**config.mk**
```make
export PLATFORM = sky130hd
export DESIGN_NAME = ctrl_resolve_unit
export DESIGN_NICKNAME = d
export VERILOG_FILES = /design/src/rtl/ctrl_resolve_unit.sv
export SDC_FILE = /design/constraint.sdc
export NUM_CORES = 1
export LEC_CHECK = 0
export CORE_UTILIZATION = 40
export CTS_BUF_LIST = sky130_fd_sc_hd__clkbuf_8
export DETAILED_ROUTE_END_ITERATION = 7
export DONT_BUFFER_PORTS = 1
export MAX_ROUTING_LAYER = met4
export PLACE_DENSITY_LB_ADDON = 0.3
export SKIP_CTS_REPAIR_TIMING = 1
export SYNTH_ARGS = -nofsm -noshare
export SYNTH_HDL_FRONTEND = slang
export SYNTH_SLANG_ARGS = --single-unit
```
**constraint.sdc**
```tcl
create_clock -name clk -period 1.8 [get_ports clk]
set_input_delay 0.18 -clock clk [delete_from_list [all_inputs] [get_ports clk]]
set_output_delay 0.18 -clock clk [all_outputs]
set_load 0.02 [all_outputs]
```
**src/rtl/ctrl_resolve_unit.sv**
```systemverilog
// ctrl_resolve_unit: branch checkpoint tracking, resolve/squash handling and post-mispredict recovery window
module ctrl_resolve_unit #(
  parameter int CHECKPOINTS     = 4,
  parameter int CHECKPOINTS_LOG = $clog2(CHECKPOINTS),
  parameter int SIZE_PC         = 32,
  parameter int SIZE_CTI_LOG    = 4,
  parameter int RECOVER_CYCLES  = 2
) (
  input  logic                       clk,
  input  logic                       reset,
  input  logic                       allocReq_i,
  output logic                       allocReady_o,
  output logic [CHECKPOINTS_LOG-1:0] allocId_o,
  output logic [CHECKPOINTS-1:0]     branchMask_o,
  input  logic                       ctrlVerified_i,
  input  logic                       ctrlMispredict_i,
  input  logic                       ctrlConditional_i,
  input  logic [CHECKPOINTS_LOG-1:0] ctrlSMTid_i,
  input  logic [SIZE_PC-1:0]         ctrlTargetAddr_i,
  input  logic                       ctrlBrDirection_i,
  input  logic [SIZE_CTI_LOG-1:0]    ctrlCtiQueueIndex_i,
  output logic                       redirectValid_o,
  output logic [SIZE_PC-1:0]         redirectAddr_o,
  output logic [CHECKPOINTS-1:0]     flushMask_o,
  output logic                       updateValid_o,
  output logic [SIZE_CTI_LOG-1:0]    updateCtiIndex_o,
  output logic                       updateDirection_o,
  output logic                       updateConditional_o,
  output logic                       recovering_o,
  output logic                       ctrlError_o
);
  typedef enum logic {IDLE, RECOVER} state_t;
  state_t state, state_nx;
  logic [3:0] cnt, cnt_nx;
  logic [CHECKPOINTS-1:0] live, live_nx, squashed, squashed_nx, squash, kmask, free_dep;
  logic [CHECKPOINTS-1:0] dep [CHECKPOINTS];
  logic accept, hit_mis, hit_ok, grant, err_set;
  assign kmask   = CHECKPOINTS'(1) << ctrlSMTid_i;
  assign accept  = ctrlVerified_i & live[ctrlSMTid_i];
  assign hit_mis = accept & ctrlMispredict_i;
  assign hit_ok  = accept & ~ctrlMispredict_i;
  assign allocReady_o = (state == IDLE) & ~&live & ~(ctrlVerified_i & ctrlMispredict_i);
  assign grant   = allocReq_i & allocReady_o;
  assign branchMask_o = live;
  assign recovering_o = state == RECOVER;
  // squashed ids stay exempt from the error flag until the recovery window closes
  assign err_set = ctrlVerified_i & ~live[ctrlSMTid_i] & ~(recovering_o & squashed[ctrlSMTid_i]);
  always_comb begin
    allocId_o = '0;
    for (int i = CHECKPOINTS - 1; i >= 0; i--)
      if (!live[i]) allocId_o = CHECKPOINTS_LOG'(i);
  end
  always_comb begin
    squash = kmask;
    for (int i = 0; i < CHECKPOINTS; i++)
      if (live[i] && dep[i][ctrlSMTid_i]) squash[i] = 1'b1;
  end
  always_comb begin
    free_dep    = live & ~(hit_ok ? kmask : '0);
    live_nx     = live & ~(hit_mis ? squash : hit_ok ? kmask : '0)
                | (grant ? CHECKPOINTS'(1) << allocId_o : '0);
    squashed_nx = hit_mis ? (recovering_o ? squashed | squash : squash) : squashed;
  end
  always_comb begin
    state_nx = state;
    cnt_nx   = cnt;
    if (hit_mis) begin
      state_nx = RECOVER;
      cnt_nx   = 4'(RECOVER_CYCLES);
    end else if (state == RECOVER) begin
      state_nx = (cnt == 4'd1) ? IDLE : RECOVER;
      cnt_nx   = cnt - 4'd1;
    end
  end
  always_ff @(posedge clk or posedge reset) begin
    if (reset) begin
      state               <= IDLE;
      cnt                 <= '0;
      live                <= '0;
      squashed            <= '0;
      for (int i = 0; i < CHECKPOINTS; i++) dep[i] <= '0;
      ctrlError_o         <= 1'b0;
      redirectValid_o     <= 1'b0;
      redirectAddr_o      <= '0;
      flushMask_o         <= '0;
      updateValid_o       <= 1'b0;
      updateCtiIndex_o    <= '0;
      updateDirection_o   <= 1'b0;
      updateConditional_o <= 1'b0;
    end else begin
      state           <= state_nx;
      cnt             <= cnt_nx;
      live            <= live_nx;
      squashed        <= squashed_nx;
      for (int i = 0; i < CHECKPOINTS; i++)
        dep[i] <= (grant && allocId_o == CHECKPOINTS_LOG'(i)) ? free_dep
                : dep[i] & ~(accept ? kmask : '0);
      ctrlError_o     <= ctrlError_o | err_set;
      redirectValid_o <= hit_mis;
      updateValid_o   <= accept;
      if (hit_mis) begin
        redirectAddr_o <= ctrlTargetAddr_i;
        flushMask_o    <= squash;
      end
      if (accept) begin
        updateCtiIndex_o    <= ctrlCtiQueueIndex_i;
        updateDirection_o   <= ctrlBrDirection_i;
        updateConditional_o <= ctrlConditional_i;
      end
    end
  end
endmodule

```
==> results of run 1 <==
==> synthesized netlist by cell type <==
library cell	number
nand3_1	10
dfrtp_1	70
a31o_2	1
o31ai_1	1
a32oi_4	1
buf_1	1
and4b_1	1
a21oi_1	5
or3_1	1
nand2_1	114
inv_1	5
and2_1	4
nand2b_1	2
nor4bb_1	1
inv_2	1
a21o_1	5
ha_1	2
and3_1	3
xor2_1	1
nor2_1	9
a21boi_0	3
mux2_4	1
a221o_1	1
a21bo_2	1
o21ai_1	1
nor2b_2	1
o21ai_0	12
mux2_2	10
nor2b_1	1
o211ai_1	2
xnor2_1	2
nand3b_1	3
nand4_1	2
clkbuf_1	6
o21a_1	1
buf_6	3
buf_2	6
nand4b_1	3
a211oi_1	1
nor4b_1	1
mux2i_1	5
mux4_2	1
==> registers in the layout (all words and copies together) (netlist names) <==
name	flops
redirectAddr_o	32
dep	12
branchMask_o	4
cnt	4
flushMask_o	4
squashed	4
updateCtiIndex_o	4
ctrlError_o	1
recovering_o	1
redirectValid_o	1
updateConditional_o	1
updateDirection_o	1
updateValid_o	1
==> cell families after synthesis <==
group,Yosys count
xor gates and xnor gates,3
muxes,17
buffers and inverters,22
adders and majority gates,2
AOI/OAI and AO/OA,35
DFF,70
and+or+nand+nor,156
==> critical path, delay by kind of cell (launching register included) <==
kind | cells | cell delay (ns)
AO/OA/AOI/OAI | 1 | 0.27
buffers and inverters | 2 | 0.37
flip-flops | 1 | 0.38
multiplexers | 1 | 0.30
AND/OR/NAND/NOR | 2 | 0.15
==> worst paths after layout <==
check,from,endpoint,slack (ns),cells past startpoint
worst min register to register,squashed[2],squashed[2],0.47,1
worst max register to register,branchMask_o[0],redirectAddr_o[18],0.21,6
min in group asynchronous,reset,cnt[2],0.40,2
worst max-delay path,branchMask_o[0],redirectAddr_o[18],0.21,6
worst min-delay path,ctrlSMTid_i[0],flushMask_o[3],0.08,2
max in group asynchronous,reset,updateCtiIndex_o[3],0.87,3
==> layer usage <==
metal	track usage, %	share of wire, %	wire [um]
met5	-	0	0
met4	8.51	2.1	155
met3	6.74	8.5	617
met2	26.6	47	3450
met1	22.0	42	3050
==> power breakdown <==
part | switching, mW | total [mW] | internal (mW)
logic | 0.973 | 1.71 | 0.736
registers | 1.11 | 3.40 | 2.29
clock network | 0.624 | 1.55 | 0.927
total | 2.71 | 6.66 | 3.96
==> layout by cell type, fill, tap and decap left out, types with 7 or more instances in the layout <==
master / count
nand2_1: 114
dfrtp_1: 70
dlygate4sd3_1: 40
o21ai_0: 12
mux2_2: 10
nand3_1: 10
nor2_1: 9
clkbuf_8: 9
buf_4: 7
==> per-stage QoR <==
step,power [mW],worst slack [ns],util (%),instance area [sq um]
after floorplan,4.53,0.0953,-,3040
after global placement,5.00,0.265,44.0,3210
final,6.66,0.206,52.9,3850
after global routing,7.08,0.0922,52.9,3850
after detailed placement,5.05,0.227,44.0,3210
after CTS,6.62,0.198,47.4,3450
==> layout make-up <==
| type | instances | area share (%) |
|---|---|---|
| repair buffers | 51 | 13.8 |
| well taps | 99 | 3.21 |
| flip-flops and latches | 70 | 45.4 |
| inverters | 6 | 0.682 |
| clock buffers | 9 | 3.21 |
| multi-input cells | 213 | 30.5 |
| clock inverters | 7 | 3.15 |
==> metrics.json, run 1 <==
{
  "critPathCaptureType": {"value": "flip-flop"},
  "ws_path_type": {"value": "flip-flop to flip-flop"},
  "grt_first_pass_wirelength": {"value": 10100, "unit": "um"},
  "antenna_cells_inserted": {"value": 0},
  "port-buffer-count": {"value": 0},
  "design.final.nets": {"value": 398},
  "final.setup_skew": {"value": 0.0101, "unit": "ns"},
  "synth-adder-area-share": {"value": 0.823, "unit": "%"},
  "tightestPinTransition": {"value": 0.656, "unit": "ns"},
  "path_category_of_the_worst_min_delay_check": {"value": "input pin to flip-flop"},
  "netlist_area": {"value": 0.00304, "unit": "sq mm"},
  "cts-htree-levels": {"value": 3},
  "setup_tns": {"value": 0, "unit": "ns"},
  "grt_overflow_total": {"value": 0},
  "hold_ws": {"value": 0.0840, "unit": "ns"},
  "cts_tree": {"value": "done"},
  "clock-root-buffer": {"value": "clkbuf_8"},
  "number_of_iterations_in_the_first_detailed_routing_pass": {"value": 4},
  "clock.fmax": {"value": 627, "unit": "MHz"},
  "synth-compound-area-share": {"value": 8.03, "unit": "%"},
  "finalHoldViolations": {"value": 0},
  "final.min_clock_period": {"value": 1.59, "unit": "ns"},
  "placed_cells": {"value": 399},
  "synth_mux_area_share": {"value": 6.59, "unit": "%"},
  "main_combinational_cell_family_by_area_after_synthesis": {"value": "simple AND/OR/NAND/NOR gates"},
  "critPathMaxFanout": {"value": 34},
  "synth-seq-cells": {"value": 70},
  "pin_count": {"value": 98},
  "num_vias": {"value": 2336},
  "final_min_period_over_clock_period": {"value": 88.6, "unit": "%"},
  "timing.critical_path.cells": {"value": "mux2_4, a32oi_4, inv_2, buf_12, nand2_1, nand2_1"},
  "synthDistinctLibCells": {"value": 42},
  "critical-path-slowest-cell": {"value": "dfrtp_1"},
  "drc_errors": {"value": 0},
  "slew-limit-headroom": {"value": 56.2, "unit": "%"},
  "dr.first_iter.drc_count": {"value": 138},
  "synth_largest_area_cell": {"value": "dfrtp_1"},
  "floorplan.core_area": {"value": 0.00729, "unit": "sq mm"},
  "rsz_0062_raised_after_global_routing": {"value": "no"},
  "n_fill_cell": {"value": 660},
  "setup_viol": {"value": 0},
  "yosys.area_share.simple": {"value": 22.4, "unit": "%"},
  "avgRoutedWirePerCell": {"value": 16.0, "unit": "um"},
  "final-instance-count-excl-fill": {"value": 455},
  "cts_sinks": {"value": 70},
  "critical_path_arrival": {"value": 1.83, "unit": "ns"},
  "grt_start_max_net_pins": {"value": 36},
  "detail-route-antenna-nets": {"value": 0},
  "layout.area.seq": {"value": 0.00175, "unit": "sq mm"},
  "syn_inst": {"value": 305},
  "vias_per_cell": {"value": 5.13},
  "insertion_delay_to_the_later_sink_of_the_worst_skew_pair": {"value": 0.35, "unit": "ns"},
  "critical-path-top-cell-by-count": {"value": "nand2_1"},
  "antenna_found_initial": {"value": 0},
  "gpl.final_weighted_congestion": {"value": 0.771},
  "slew_violations": {"value": 0},
  "die_width": {"value": 89.2, "unit": "um"},
  "crit_path_start_kind": {"value": "flip-flop"},
  "cts_buffer_depth": {"value": 2},
  "outcome": {"value": "finished, final reports clean"},
  "rows": {"value": 31},
  "synth-xor-area-share": {"value": 0.865, "unit": "%"},
  "finalWirelength": {"value": 7280, "unit": "um"},
  "yosys.area.top_type_share": {"value": 57.6, "unit": "%"},
  "fp.dieH": {"value": 89.2, "unit": "um"},
  "area_occupied_by_multi_input_gates": {"value": 0.00117, "unit": "sq mm"},
  "yosysSeqAreaShare": {"value": 57.6, "unit": "%"},
  "cts_buffers": {"value": 9},
  "synth_fp_nets": {"value": 352},
  "cellLeakagePower": {"value": 1.88, "unit": "nW"},
  "maxCapViolCount": {"value": 0},
  "layout-area-overhead-vs-synth": {"value": 26.8, "unit": "%"},
  "largest_incremental_delay_on_the_critical_path": {"value": 0.38, "unit": "ns"},
  "ir_drop": {"value": 916, "unit": "uV"},
  "clk_pin_slew": {"value": 0.08, "unit": "ns"},
  "initial_utilization": {"value": 41.7, "unit": "%"},
  "post-dp-hpwl": {"value": 4510, "unit": "um"},
  "yosys_warnings": {"value": 0},
  "power-per-cell-area": {"value": 1730, "unit": "mW/mm^2"},
  "post_synth.cell_area_avg": {"value": 9.96, "unit": "sq um"},
  "worst-endpoint-required": {"value": 2.03, "unit": "ns"},
  "drive_above_1_share": {"value": 12.6, "unit": "%"},
  "die_area": {"value": 0.00795, "unit": "sq mm"},
  "gr-usage-all-layers": {"value": 18.0, "unit": "%"},
  "first_global_vias": {"value": 2051},
  "synth_area_leaders": {"value": "dfrtp_1, nand2_1, mux2_2, o21ai_0, mux2i_1"}
}
Note: power is estimated with default switching activity, not from simulation.
==> run 2, diff against run 1 <==
--- a/config.mk
+++ b/config.mk
@@ -5,6 +5,7 @@
 export SDC_FILE = /design/constraint.sdc
 export NUM_CORES = 1
 export LEC_CHECK = 0
+export CORE_MARGIN = 4
 export CORE_UTILIZATION = 40
 export CTS_BUF_LIST = sky130_fd_sc_hd__clkbuf_8
 export DETAILED_ROUTE_END_ITERATION = 7
@@ -12,6 +13,7 @@
 export MAX_ROUTING_LAYER = met4
 export PLACE_DENSITY_LB_ADDON = 0.3
 export SKIP_CTS_REPAIR_TIMING = 1
+export SLEW_MARGIN = 20
 export SYNTH_ARGS = -nofsm -noshare
 export SYNTH_HDL_FRONTEND = slang
 export SYNTH_SLANG_ARGS = --single-unit
==> run 2 against run 1 <==
Routed wire length fell by 0.91%. Design area shrank 1.8%. Sequential power about the same. Count of clock-buffer cells in the layout is 2 higher. Cell count fell by 0.44%. Hold slack improved by 0.034 ns. Total power is 3.3% lower.
==> metrics.json, run 2 (synthesis results as in run 1) <==
{
  "outcome": {"value": "finished, final reports clean"},
  "hp-start": {"value": "ctrlMispredict_i"},
  "n_fill_cell": {"value": 623, "change": "-5.6%"},
  "final.setup_skew": {"value": 0.0148, "unit": "ns", "change": "+0.00469 ns"},
  "max_flop_register": {"value": "redirectAddr_o"},
  "grt_overflow_total": {"value": 0, "change": "unchanged"},
  "critical_path_arrival": {"value": 1.92, "unit": "ns", "change": "+0.09 ns"},
  "comb_power_share": {"value": 26.0, "unit": "%", "change": "+0.3 points"},
  "cts_buffers": {"value": 9, "change": "unchanged"},
  "area_occupied_by_multi_input_gates": {"value": 0.00117, "unit": "sq mm", "change": "unchanged"},
  "critPathMaxFanout": {"value": 35, "change": "+2.9%"},
  "detail-route-antenna-nets": {"value": 0, "change": "unchanged"},
  "power_report.internal_total": {"value": 3.74, "unit": "mW", "change": "-5.5%"},
  "ws_path_type": {"value": "flip-flop to flip-flop"},
  "die_area": {"value": 0.00906, "unit": "sq mm", "change": "+14%"},
  "vias_per_cell": {"value": 5.09, "change": "-0.89%"},
  "ff2ff_path_depth": {"value": 5, "change": "-1"},
  "insertion_delay_to_the_later_sink_of_the_worst_skew_pair": {"value": 0.34, "unit": "ns", "change": "about the same"},
  "setup_viol": {"value": 0, "change": "unchanged"},
  "number_of_iterations_in_the_first_detailed_routing_pass": {"value": 4, "change": "unchanged"},
  "clock-root-buffer": {"value": "clkbuf_8"},
  "slew_violations": {"value": 0, "change": "unchanged"},
  "final_min_period_over_clock_period": {"value": 93.8, "unit": "%", "change": "+5.3 points"},
  "cts_sinks": {"value": 70, "change": "unchanged"},
  "largest_registers": {"value": "redirectAddr_o x32, dep x12"},
  "first_global_vias": {"value": 2189, "change": "+6.7%"},
  "p_sw": {"value": 2.71, "unit": "mW", "change": "about the same"},
  "grt_first_pass_wirelength": {"value": 10900, "unit": "um", "change": "+8.0%"},
  "path_category_of_the_worst_min_delay_check": {"value": "input pin to flip-flop"},
  "layout.area.seq": {"value": 0.00175, "unit": "sq mm", "change": "unchanged"},
  "largest_register_ffs": {"value": 32, "change": "unchanged"},
  "die_width": {"value": 95.2, "unit": "um", "change": "+6.7%"},
  "gpl.final_weighted_congestion": {"value": 0.799, "change": "+3.5%"},
  "port-buffer-count": {"value": 0, "change": "unchanged"},
  "maxCapViolCount": {"value": 0, "change": "unchanged"},
  "clock.fmax": {"value": 592, "unit": "MHz", "change": "-5.6%"},
  "antenna_cells_inserted": {"value": 0, "change": "unchanged"},
  "drive_above_1_share": {"value": 12.1, "unit": "%", "change": "-0.49 points"},
  "cellLeakagePower": {"value": 1.84, "unit": "nW", "change": "-2.0%"},
  "pin_count": {"value": 98, "change": "unchanged"},
  "min_path_cells": {"value": 2, "change": "unchanged"},
  "crit_path_start": {"value": "branchMask_o[0]"},
  "cts_buffer_depth": {"value": 2, "change": "unchanged"},
  "finalHoldViolations": {"value": 0, "change": "unchanged"},
  "cts_tree": {"value": "done"},
  "final.min_clock_period": {"value": 1.69, "unit": "ns", "change": "+0.0946 ns"},
  "post-dp-hpwl": {"value": 4570, "unit": "um", "change": "+1.3%"},
  "power_switching_share": {"value": 42.0, "unit": "%", "change": "+1.4 points"},
  "crit_path_start_kind": {"value": "flip-flop"},
  "design.final.nets": {"value": 396, "change": "-0.50%"},
  "clk_pin_slew": {"value": 0.08, "unit": "ns", "change": "about the same"},
  "ir_drop": {"value": 875, "unit": "uV", "change": "-4.4%"},
  "setup_tns": {"value": 0, "unit": "ns", "change": "unchanged"},
  "drc_errors": {"value": 0, "change": "unchanged"},
  "antenna_found_initial": {"value": 0, "change": "unchanged"},
  "power-per-cell-area": {"value": 1700, "unit": "mW/mm^2", "change": "-1.5%"},
  "grt_start_max_net_pins": {"value": 71, "change": "+97%"},
  "critPathCaptureType": {"value": "flip-flop"},
  "rows": {"value": 31, "change": "unchanged"},
  "gr-usage-all-layers": {"value": 16.4, "unit": "%", "change": "-1.7 points"},
  "slew-limit-headroom": {"value": 61.2, "unit": "%", "change": "+5.0 points"},
  "fp.dieH": {"value": 95.2, "unit": "um", "change": "+6.7%"},
  "avgRoutedWirePerCell": {"value": 15.9, "unit": "um", "change": "-0.47%"},
  "finalWirelength": {"value": 7210, "unit": "um", "change": "-0.91%"},
  "worst-endpoint-required": {"value": 2.03, "unit": "ns", "change": "about the same"},
  "initial_utilization": {"value": 41.5, "unit": "%", "change": "-0.22 points"},
  "cts-htree-levels": {"value": 3, "change": "unchanged"},
  "dr.first_iter.drc_count": {"value": 114, "change": "-17%"},
  "crit-reg2reg-launch": {"value": "branchMask_o[0]"},
  "num_vias": {"value": 2305, "change": "-1.3%"},
  "rsz_0062_raised_after_global_routing": {"value": "no"},
  "final-instance-count-excl-fill": {"value": 453, "change": "-0.44%"},
  "commonest_cells_after_routing_fill_and_taps_aside": {"value": "nand2_1, dfrtp_1, dlygate4sd3_1, o21ai_0, clkbuf_8"},
  "tightestPinTransition": {"value": 0.576, "unit": "ns", "change": "-0.0797 ns"},
  "floorplan.core_area": {"value": 0.00733, "unit": "sq mm", "change": "+0.53%"},
  "p_clk_share": {"value": 21.2, "unit": "%", "change": "-2.1 points"},
  "layout-area-overhead-vs-synth": {"value": 24.5, "unit": "%"},
  "placed_cells": {"value": 397, "change": "-0.50%"},
  "seq_power_share": {"value": 52.8, "unit": "%", "change": "+1.7 points"},
  "final_common_cell": {"value": "nand2_1"}
}
==> run 2: power by group through the flow <==
| stage | sequential, mW | combinational [mW] | clock (mW) |
|---|---|---|---|
| after detailed placement | 3.42 | 1.63 | 0 |
| after global placement | 3.42 | 1.56 | 0 |
| after floorplan | 3.37 | 1.16 | 0 |
| after CTS | 3.41 | 1.61 | 1.40 |
| final | 3.40 | 1.68 | 1.37 |
| after global routing | 3.50 | 1.90 | 1.47 |
==> run 2: worst max-delay path, stage by stage, from the launching register on <==
cell and delay (ns):
dfrtp_1 0.39, mux2_4 0.30, a32oi_4 0.23, buf_4 0.37, nor2_1 0.12, a21o_1 0.17
==> run 2: cell type report <==
class	instances	share of cell area, %
flip-flops and latches	70	46.3
multi-input cells	213	31.0
repair buffers	49	13.0
clock buffers	11	4.00
well taps	99	3.27
clock inverters	5	1.69
inverters	6	0.694
==> run 2: metrics by stage <==
step / area, sq um / hold slack [ns] / utilization (%) / setup slack [ns] / total power, mW
6_report: 3780 / 0.118 / 51.6 / 0.111 / 6.45
3_5_place_dp: 3170 / 0.187 / 43.2 / 0.107 / 5.05
2_1_floorplan: 3040 / 0.293 / - / 0.0953 / 4.53
3_3_place_gp: 3170 / 0.182 / 43.2 / 0.161 / 4.98
5_1_grt: 3780 / 0.103 / 51.6 / 0.0407 / 6.86
4_1_cts: 3380 / -0.191 / 46.2 / 0.102 / 6.43
==> run 2: worst paths after layout <==
| kind | slack (ns) | endpoint |
|---|---|---|
| min reg2reg | 0.48 | squashed[2] |
| max in group asynchronous | 1.07 | updateValid_o |
| max reg2reg | 0.11 | squashed[3] |
| max | 0.11 | squashed[3] |
| min | 0.12 | branchMask_o[2] |
| min in group asynchronous | 0.40 | redirectAddr_o[22] |
==> run 2: metal layers <==
layer	part of all wire [%]	up-vias	global-route usage (%)	wire length, um
met5	0	-	-	0
met4	0.51	0	5.77	37
met3	11	4	5.92	775
met2	45	110	22.9	3220
met1	44	1097	21.9	3180
li1	-	1094	-	-
